`src/rtl/select_pulse_gen.sv`:
```
// Push-button front end: 2-flop synchroniser, debounce FSM and optional
// auto-repeat, producing one-cycle select strobes for the selection counter.
module select_pulse_gen #(
    parameter int DEBOUNCE_CYCLES = 1000000,
    parameter bit REPEAT_EN       = 1'b0,
    parameter int REPEAT_DELAY    = 50000000,
    parameter int REPEAT_RATE     = 20000000
) (
    input  logic clk,
    input  logic reset,
    input  logic btn_raw,
    output logic select_out,
    output logic btn_level
);
    localparam int SYNC_STAGES = 2;
    localparam int MAX_AB = (DEBOUNCE_CYCLES > REPEAT_DELAY) ? DEBOUNCE_CYCLES : REPEAT_DELAY;
    localparam int MAX_ALL = (MAX_AB > REPEAT_RATE) ? MAX_AB : REPEAT_RATE;
    localparam int CW = $clog2(MAX_ALL) + 1;

    localparam logic [CW-1:0] DEB_LAST   = CW'(DEBOUNCE_CYCLES - 1);
    localparam logic [CW-1:0] DELAY_LAST = CW'(REPEAT_DELAY - 1);
    localparam logic [CW-1:0] RATE_LAST  = CW'(REPEAT_RATE - 1);

    typedef enum logic [1:0] {
        IDLE,
        PRESS_WAIT,
        HELD,
        RELEASE_WAIT
    } state_t;

    logic [SYNC_STAGES:0] sync_chain;
    logic                 btn_s;

    state_t               state_reg;
    logic [CW-1:0]        deb_cnt_reg;
    logic [CW-1:0]        rep_cnt_reg;
    logic                 rep_phase_reg;
    logic                 select_reg;
    logic                 level_reg;

    assign sync_chain[0] = btn_raw;

    generate
        for (genvar gi = 0; gi < SYNC_STAGES; gi++) begin : g_sync
            always_ff @(posedge clk) begin
                if (reset)
                    sync_chain[gi+1] <= 1'b0;
                else
                    sync_chain[gi+1] <= sync_chain[gi];
            end
        end
    endgenerate

    assign btn_s = sync_chain[SYNC_STAGES];

    always_ff @(posedge clk) begin
        if (reset) begin
            state_reg     <= IDLE;
            deb_cnt_reg   <= '0;
            rep_cnt_reg   <= '0;
            rep_phase_reg <= 1'b0;
            select_reg    <= 1'b0;
            level_reg     <= 1'b0;
        end else begin
            select_reg <= 1'b0;
            case (state_reg)
                IDLE: begin
                    if (btn_s) begin
                        state_reg   <= PRESS_WAIT;
                        deb_cnt_reg <= '0;
                    end
                end
                PRESS_WAIT: begin
                    if (!btn_s) begin
                        state_reg <= IDLE;
                    end else if (deb_cnt_reg == DEB_LAST) begin
                        state_reg     <= HELD;
                        select_reg    <= 1'b1;
                        level_reg     <= 1'b1;
                        rep_cnt_reg   <= '0;
                        rep_phase_reg <= 1'b0;
                    end else begin
                        deb_cnt_reg <= deb_cnt_reg + 1'b1;
                    end
                end
                HELD: begin
                    // rep_cnt is left untouched on release so a bounce resumes the repeat timing
                    if (!btn_s) begin
                        state_reg   <= RELEASE_WAIT;
                        deb_cnt_reg <= '0;
                    end else if (REPEAT_EN) begin
                        if (!rep_phase_reg && rep_cnt_reg == DELAY_LAST) begin
                            select_reg    <= 1'b1;
                            rep_cnt_reg   <= '0;
                            rep_phase_reg <= 1'b1;
                        end else if (rep_phase_reg && rep_cnt_reg == RATE_LAST) begin
                            select_reg  <= 1'b1;
                            rep_cnt_reg <= '0;
                        end else begin
                            rep_cnt_reg <= rep_cnt_reg + 1'b1;
                        end
                    end
                end
                RELEASE_WAIT: begin
                    if (btn_s) begin
                        state_reg <= HELD;
                    end else if (deb_cnt_reg == DEB_LAST) begin
                        state_reg <= IDLE;
                        level_reg <= 1'b0;
                    end else begin
                        deb_cnt_reg <= deb_cnt_reg + 1'b1;
                    end
                end
                default: begin
                    state_reg <= IDLE;
                end
            endcase
        end
    end

    assign select_out = select_reg;
    assign btn_level  = level_reg;

endmodule

```
`config.mk`:
```
export PLATFORM = sky130hd
export DESIGN_NAME = select_pulse_gen
export DESIGN_NICKNAME = d
export VERILOG_FILES = /design/src/rtl/select_pulse_gen.sv
export SDC_FILE = /design/constraint.sdc
export NUM_CORES = 1
export LEC_CHECK = 0
export CAP_MARGIN = 30
export CORE_ASPECT_RATIO = 0.6
export CORE_MARGIN = 5
export CORE_UTILIZATION = 50
export CTS_BUF_LIST = sky130_fd_sc_hd__clkbuf_8
export CTS_CLUSTER_SIZE = 25
export DETAILED_ROUTE_END_ITERATION = 8
export PLACE_DENSITY = 0.71
export SYNTH_ARGS = -nofsm -noshare
export SYNTH_HDL_FRONTEND = slang
export SYNTH_SLANG_ARGS = --single-unit
```
`constraint.sdc`:
```
create_clock -name clk -period 4.5 [get_ports clk]
set_input_delay 0.9 -clock clk [delete_from_list [all_inputs] [get_ports clk]]
set_output_delay 0.9 -clock clk [all_outputs]
set_load 0.01 [all_outputs]
```
==> results of run 1 <==
## layout make-up
type                       count  area (µm²)
fill                         340        1620
multi-input combinational    172        1140
sequential                    33         661
clock buffer                   6        82.6
timing repair buffer           7        62.6
tap                           47        58.8
inverter                       2        7.51
clock inverter                 1        3.75
## path summary, 6_finish.rpt
path                                startpoint         endpoint  slack (ns)
worst max-delay path                     reset   deb_cnt_reg[8]        1.89
worst min register to register   sync_chain[1]            btn_s        0.44
worst max register to register  deb_cnt_reg[0]  deb_cnt_reg[11]        2.07
worst min-delay path             sync_chain[1]            btn_s        0.44
## report_power, final
| group | internal (W) | switching, W |
|---|---|---|
| combinational | 0.0000103 | 0.0000189 |
| clock | 0.000119 | 0.000106 |
| sequential | 0.000294 | 0.00000121 |
## synth_stat cells, drive strengths merged, types with 2 or more instances
library cell	n	area (µm²)
nand2b	3	18.8
nand2	27	101
dfxtp	33	661
o21a	2	15.0
a2bb2oi	4	35.0
and4	2	17.5
a211o	2	17.5
nand4b	2	17.5
and3	7	43.8
mux2	3	33.8
a21o	4	30.0
o22a	2	17.5
nor2b	5	31.3
a21oi	12	63.8
nand3	12	60.1
a41oi	3	26.3
nor2	10	40.0
nor3	13	75.1
buf	5	42.5
clkbuf	8	30.0
nand4	10	83.8
o21ai	6	30.0
inv	2	7.51
o31ai	2	28.8
or4b	3	30.0
a21boi	2	15.0
a31oi	10	62.6
a22oi	2	15.0
nor4	8	68.8
nor4b	3	47.5
and2	2	12.5
## per-layer routing
layer	share of wire	wire length (µm)
met5	0	0
met4	0.0065	29
met3	0.082	366
met2	0.40	1770
met1	0.51	2290
## worst register-to-register path: stages (launching register included)
cell,delay (ns)
dfxtp_1,0.34
ha_1,0.25
and3_1,0.21
nand3_1,0.32
o31a_1,0.70
nor2_2,0.18
a211o_1,0.32
## through the flow
step	worst slack, ns	utilization	total power, W	cell area, µm²
2_1_floorplan	2.49	-	0.000323	1880
3_3_place_gp	1.71	0.530	0.000331	1930
3_5_place_dp	1.67	0.530	0.000331	1930
4_1_cts	1.96	0.554	0.000555	2010
5_1_grt	1.81	0.554	0.000569	2010
6_report	1.89	0.554	0.000550	2010
## logic make-up (layout without fill, tap and decap cells)
family / after synthesis / count (layout) / share of synthesized area
AO/OA/AOI/OAI: 56 / 56 / 0.214
AND/OR/NAND/NOR: 110 / 110 / 0.358
buffers and inverters: 15 / 16 / 0.0426
XOR/XNOR: 2 / 2 / 0.00932
adder cells (fa/ha/maj): 1 / 1 / 0.00666
multiplexers: 3 / 3 / 0.0180
flip-flops: 33 / 33 / 0.352
==> impl_results.md, run 1 <==
- Outcome: complete, no violations
- Finished Layout Cells: 268
- Routing usage on met3: 0.0433
- DRC violations left: 0
- Mapped Avg Cell Area: 8.54 µm²
- Most common cell after layout, fill and taps aside: dfxtp_1
- Cells after Synth: 220
- Max clock buf depth: 2
- Crit path max-delay family: simple AND/OR/NAND/NOR gates
- Clock root buffer: clkbuf_8
- M1 GR Usage: 0.324
- IO Port Bufs: 4
- Async S/R FF share, synth: 0
- Setup TNS: 0 ns
- CTS tree: done
- First-pass GRT wire length: 7690 µm
- Met2 GRT Util: 0.233
- Slew HR: 0.315
- Postcts setup bufs: 0
- Number of antenna cells inserted: 0
- Leak: 0.670 nW
- I/O Pins: 5
- Clock transition at the registers of the reported paths: 0.07 ns
- Max Freq: 383 MHz
- VDD IR-drop max: 140 µV
- Sequential-to-total area share from yosys stat: 0.352
- Layout net count: 225
- WP data required: 4.73 ns
- Synthesized flop and latch total: 33
- FP Rows: 17
- Synth Warn #: 0
- Startpoint Class: primary input
- WHS Path Cells: 1
- Grt peak-use layer: met1
- Area Overhead vs Synth: 7.19%
- CP Max Fanout: 15
- Chip height: 57.5 µm
- Worst-margin pin slew: 1.03 ns
- Drt pass-1 iters: 4
- Placer Congestion: 0.897
- Post-CTS resize count: 0
- Total CTS buffers: 5
- Antenna violations before repair: 0
- Hold WS: 0.440 ns
- Cell Area, Synth: 1880 µm²
- Final period utilization: 0.580
- Die area: 5120 µm²
- Worst Setup End Kind: flip-flop
- GRT Total Usage: 0.191
- Crit. path cell count: 5
- Final setup viols: 0
- Via density: 6.38
- Primary FF master, synth: dfxtp_1
- Routed wire per std cell: 16.6 µm
- EDFF count, synth: 0
- Vias in the first global route: 1439
- Reg2reg path depth: 6
- Cell Chain, Critical Path: clkdlybuf4s50_1 -> nor2b_1 -> o21ai_0 -> o21ai_1 -> a22o_1
- Delay of the slowest critical-path stage: 0.86 ns
- Sum of buffers and inverters on the critical path: 1
- Gr ovfl total: 0
- Max Cap Violations: 0
- Largest net degree at the start of global routing: 23
- Skew final: 0.00467 ns
- Initial DRC Count: 172
- Hold-fix buffers, CTS: 0
- Number of flip-flops in the largest register: 27
- Skew-Pair Late Insertion Delay: 0.28 ns
- Slew Viols, Final: 0
- Placed Cells: 261
- H-tree Lvls: 2
- Layout cells sized above 1: 0.118
- Post-route ant nets: 0
- Worst Hold Class: reg2reg
- Most frequent cells in the layout: dfxtp_1 (33), nand2_1 (27), nand3_1 (12)
- Core Region: 3640 µm²
- Clk sinks: 33
- Routed via count: 1711
- Final hold viol count: 0
- Arrival time worst endpoint: 2.84 ns
- Post-synth cell types: 54
- Post-DP HPWL: 3110 µm
- Initial Utilization: 0.517
- Unrepaired setup endpoints after global routing: false
- Kind of critical path: in2reg
- Post-Syn Nets: 224
- Width of the die: 89.1 µm
- Critical-path top delay cell: nor2b_1
- Final Critical Period: 2.61 ns
- Final wirelength: 4450 µm
- P per Cell Area: 273 nW/µm²
(Power assumes the default switching activity.)
==> run 2: changes to the inputs <==
PLACE_DENSITY = 0.73   (was 0.71)
clock period = 2.4 ns   (was 4.5 ns; I/O delays follow)
==> run 2 against run 1 <==
  * Worst setup slack worse by 1.7 ns
  * Die area stayed put
  * First-iteration DRC count is 8.1% higher
  * Total power grew 81%
  * Non-clock buffer count rose by 8
  * Register-to-register slack got worse by 1.9 ns
  * Combinational power is 110% higher
  * Sequential cell count unchanged
  * Via count grew 2.0%
  * Count of clock-buffer cells in the layout fell by 1
  * Global-route usage rose by 1.5 points
  * Clock power rose by 69%
  * Critical path type is now reg2reg
  * Critical endpoint is now deb_cnt_reg[22]
  * Largest cell class unchanged
  * Largest power group unchanged
==> impl_results.md, run 2 (same netlist as run 1, synthesis figures left out) <==
- Outcome: complete, no violations (unchanged)
- Unrepaired setup endpoints after global routing: false (unchanged)
- Part of the power in the clock network: 0.383 (was 0.410)
- Chip height: 57.5 µm (unchanged)
- Vias in the first global route: 1585 (was 1439)
- Combinational Power Share: 0.061 (was 0.053)
- Post-route ant nets: 0 (unchanged)
- Area of the multi-input gates: 1150 µm² (was 1140 µm²)
- Final Critical Period: 2.20 ns
- Finished Layout Cells: 275 (was 268)
- Overall power: 0.000995 W (was 0.000550 W)
- Layout net count: 233 (was 225)
- Reg2reg end: deb_cnt_reg[22] (was deb_cnt_reg[11])
- Placed Cells: 269 (was 261)
- Max Cap Violations: 0 (unchanged)
- Reg-to-Reg Start: deb_cnt_reg[0] (unchanged)
- H-tree Lvls: 2 (unchanged)
- Worst Hold Class: reg2reg (unchanged)
- Worst-margin pin slew: 0.605 ns (was 1.03 ns)
- Width of the die: 89.1 µm (unchanged)
- Total CTS buffers: 5 (unchanged)
- Final setup viols: 0 (unchanged)
- Final wirelength: 4700 µm (was 4450 µm)
- Skew-Pair Late Insertion Delay: 0.28 ns (about the same)
- Reg2reg path depth: 6 (unchanged)
- Area Overhead vs Synth: 10.5% (was 7.19%)
- Hold-fix buffers, CTS: 0 (unchanged)
- Crit path to: deb_cnt_reg[22] (was deb_cnt_reg[8])
- Via density: 6.35 (was 6.38)
- Clock root buffer: clkbuf_8 (unchanged)
- Setup TNS: 0 ns (unchanged)
- CTS tree: done (unchanged)
- Internal cell power: 0.000765 W (was 0.000423 W)
- Slew HR: 0.594 (was 0.315)
- Post-DP HPWL: 3350 µm (was 3110 µm)
- Final period utilization: 0.916
- Arrival time worst endpoint: 2.40 ns (was 2.84 ns)
- Largest net degree at the start of global routing: 22 (was 23)
- Number of antenna cells inserted: 0 (unchanged)
- Clock transition at the registers of the reported paths: 0.07 ns (about the same)
- Placer Congestion: 0.885 (was 0.897)
- Kind of critical path: reg2reg (was in2reg)
- Clk sinks: 33 (unchanged)
- Worst Setup End Kind: flip-flop (unchanged)
- Skew final: 0.00422 ns (was 0.00467 ns)
- Gr ovfl total: 0 (unchanged)
- Drt pass-1 iters: 4 (unchanged)
- Reg2reg setup slack: 0.20 ns (was 2.07 ns)
- Slew Viols, Final: 0 (unchanged)
- Routed via count: 1746 (was 1711)
- Final hold viol count: 0 (unchanged)
- GRT Total Usage: 0.206 (was 0.191)
- First-pass GRT wire length: 8120 µm (was 7690 µm)
- WP data required: 2.61 ns (was 4.73 ns)
- FP Rows: 17 (unchanged)
- Die area: 5120 µm² (unchanged)
- Crit path from: deb_cnt_reg[0] (was reset)
- DRC violations left: 0 (unchanged)
- Sw Share: 0.232 (was 0.230)
- I/O Pins: 5 (unchanged)
- Initial DRC Count: 186 (was 172)
- Routed wire per std cell: 17.1 µm (was 16.6 µm)
- P per Cell Area: 479 nW/µm² (was 273 nW/µm²)
- Antenna violations before repair: 0 (unchanged)
- IO Port Bufs: 4 (unchanged)
- Max Freq: 455 MHz
- Core Region: 3640 µm² (unchanged)
- CP Max Fanout: 5 (was 15)
- FILL cells: 327 (was 340)
- Most frequent cells in the layout: dfxtp_1 (33), nand2_1 (27), nand3_1 (12) (unchanged)
- VDD IR-drop max: 252 µV (was 140 µV)
- Most common cell after layout, fill and taps aside: dfxtp_1 (unchanged)
- Leak: 0.719 nW (was 0.670 nW)
- Reg area: 661 µm² (unchanged)
- Initial Utilization: 0.517 (unchanged)
- Number of flip-flops in the largest register: 27 (unchanged)
- Reg power frac: 0.557 (was 0.537)
- Layout cells sized above 1: 0.154 (was 0.118)
- P_sw: 0.000231 W (was 0.000126 W)
- Hold WS: 0.438 ns (was 0.440 ns)
- Max clock buf depth: 2 (unchanged)
- Startpoint Class: flip-flop (was primary input)
-- run 2: cell types whose count changed in the layout (fill, tap and decap cells not counted) --
cell and delta:
buf_4 +8, clkbuf_8 -1, nor4_1 -1, nor4_4 +1
clkinv_2 +1, inv_1 -1
-- run 2: critical path, cell delays in order, from the launching register on --
cell,delay (ns)
dfxtp_1,0.38
ha_1,0.23
nand3_1,0.23
nor4_4,0.46
nand4_1,0.17
or4b_1,0.49
a31oi_1,0.15
-- run 2: metrics by stage --
| step | cell area, µm² | util | setup WS, ns |
|---|---|---|---|
| 3_3_place_gp | 1990 | 0.547 | 0.249 |
| 6_report | 2080 | 0.571 | 0.202 |
| 3_5_place_dp | 1990 | 0.547 | 0.177 |
| 4_1_cts | 2060 | 0.567 | 0.164 |
| 2_1_floorplan | 1880 | - | 0.521 |
| 5_1_grt | 2080 | 0.571 | 0.0396 |
-- run 2: worst min path at each step --
stage                   from  endpoint  cells after the start
5_1_grt        sync_chain[1]     btn_s                      1
3_3_place_gp   sync_chain[1]     btn_s                      1
6_report       sync_chain[1]     btn_s                      1
2_1_floorplan  sync_chain[1]     btn_s                      1
3_5_place_dp   sync_chain[1]     btn_s                      1
4_1_cts        sync_chain[1]     btn_s                      1
-- run 2: layer usage --
metal	routed length (µm)	track usage	part of all wire	vias to the layer above
met2	1860	0.260	0.40	69
met5	0	0	0	-
met3	407	0.0750	0.087	7
met4	57	0.0510	0.012	0
met1	2370	0.321	0.50	817
li1	-	-	-	853
-- run 2: area by class of cell --
class                   count  area share
multi-input cells         172       0.555
flip-flops and latches     33       0.318
repair buffers             15      0.0590
clock buffers               5      0.0331
well taps                  47      0.0283
inverters                   2     0.00361
clock inverters             1     0.00241
-- run 2: power by group through the flow --
stage	clock network [W]	registers [W]	logic, W
2_1_floorplan	0	0.000567	0.0000393
3_3_place_gp	0	0.000566	0.0000581
3_5_place_dp	0	0.000566	0.0000587
4_1_cts	0.000396	0.000554	0.0000595
5_1_grt	0.000421	0.000554	0.0000648
6_report	0.000381	0.000554	0.0000604
-- run 2: timing repair --
item,in CTS,in global routing
buffers inserted,0,0
gates resized for setup,0,2
setup endpoints to repair,0,3
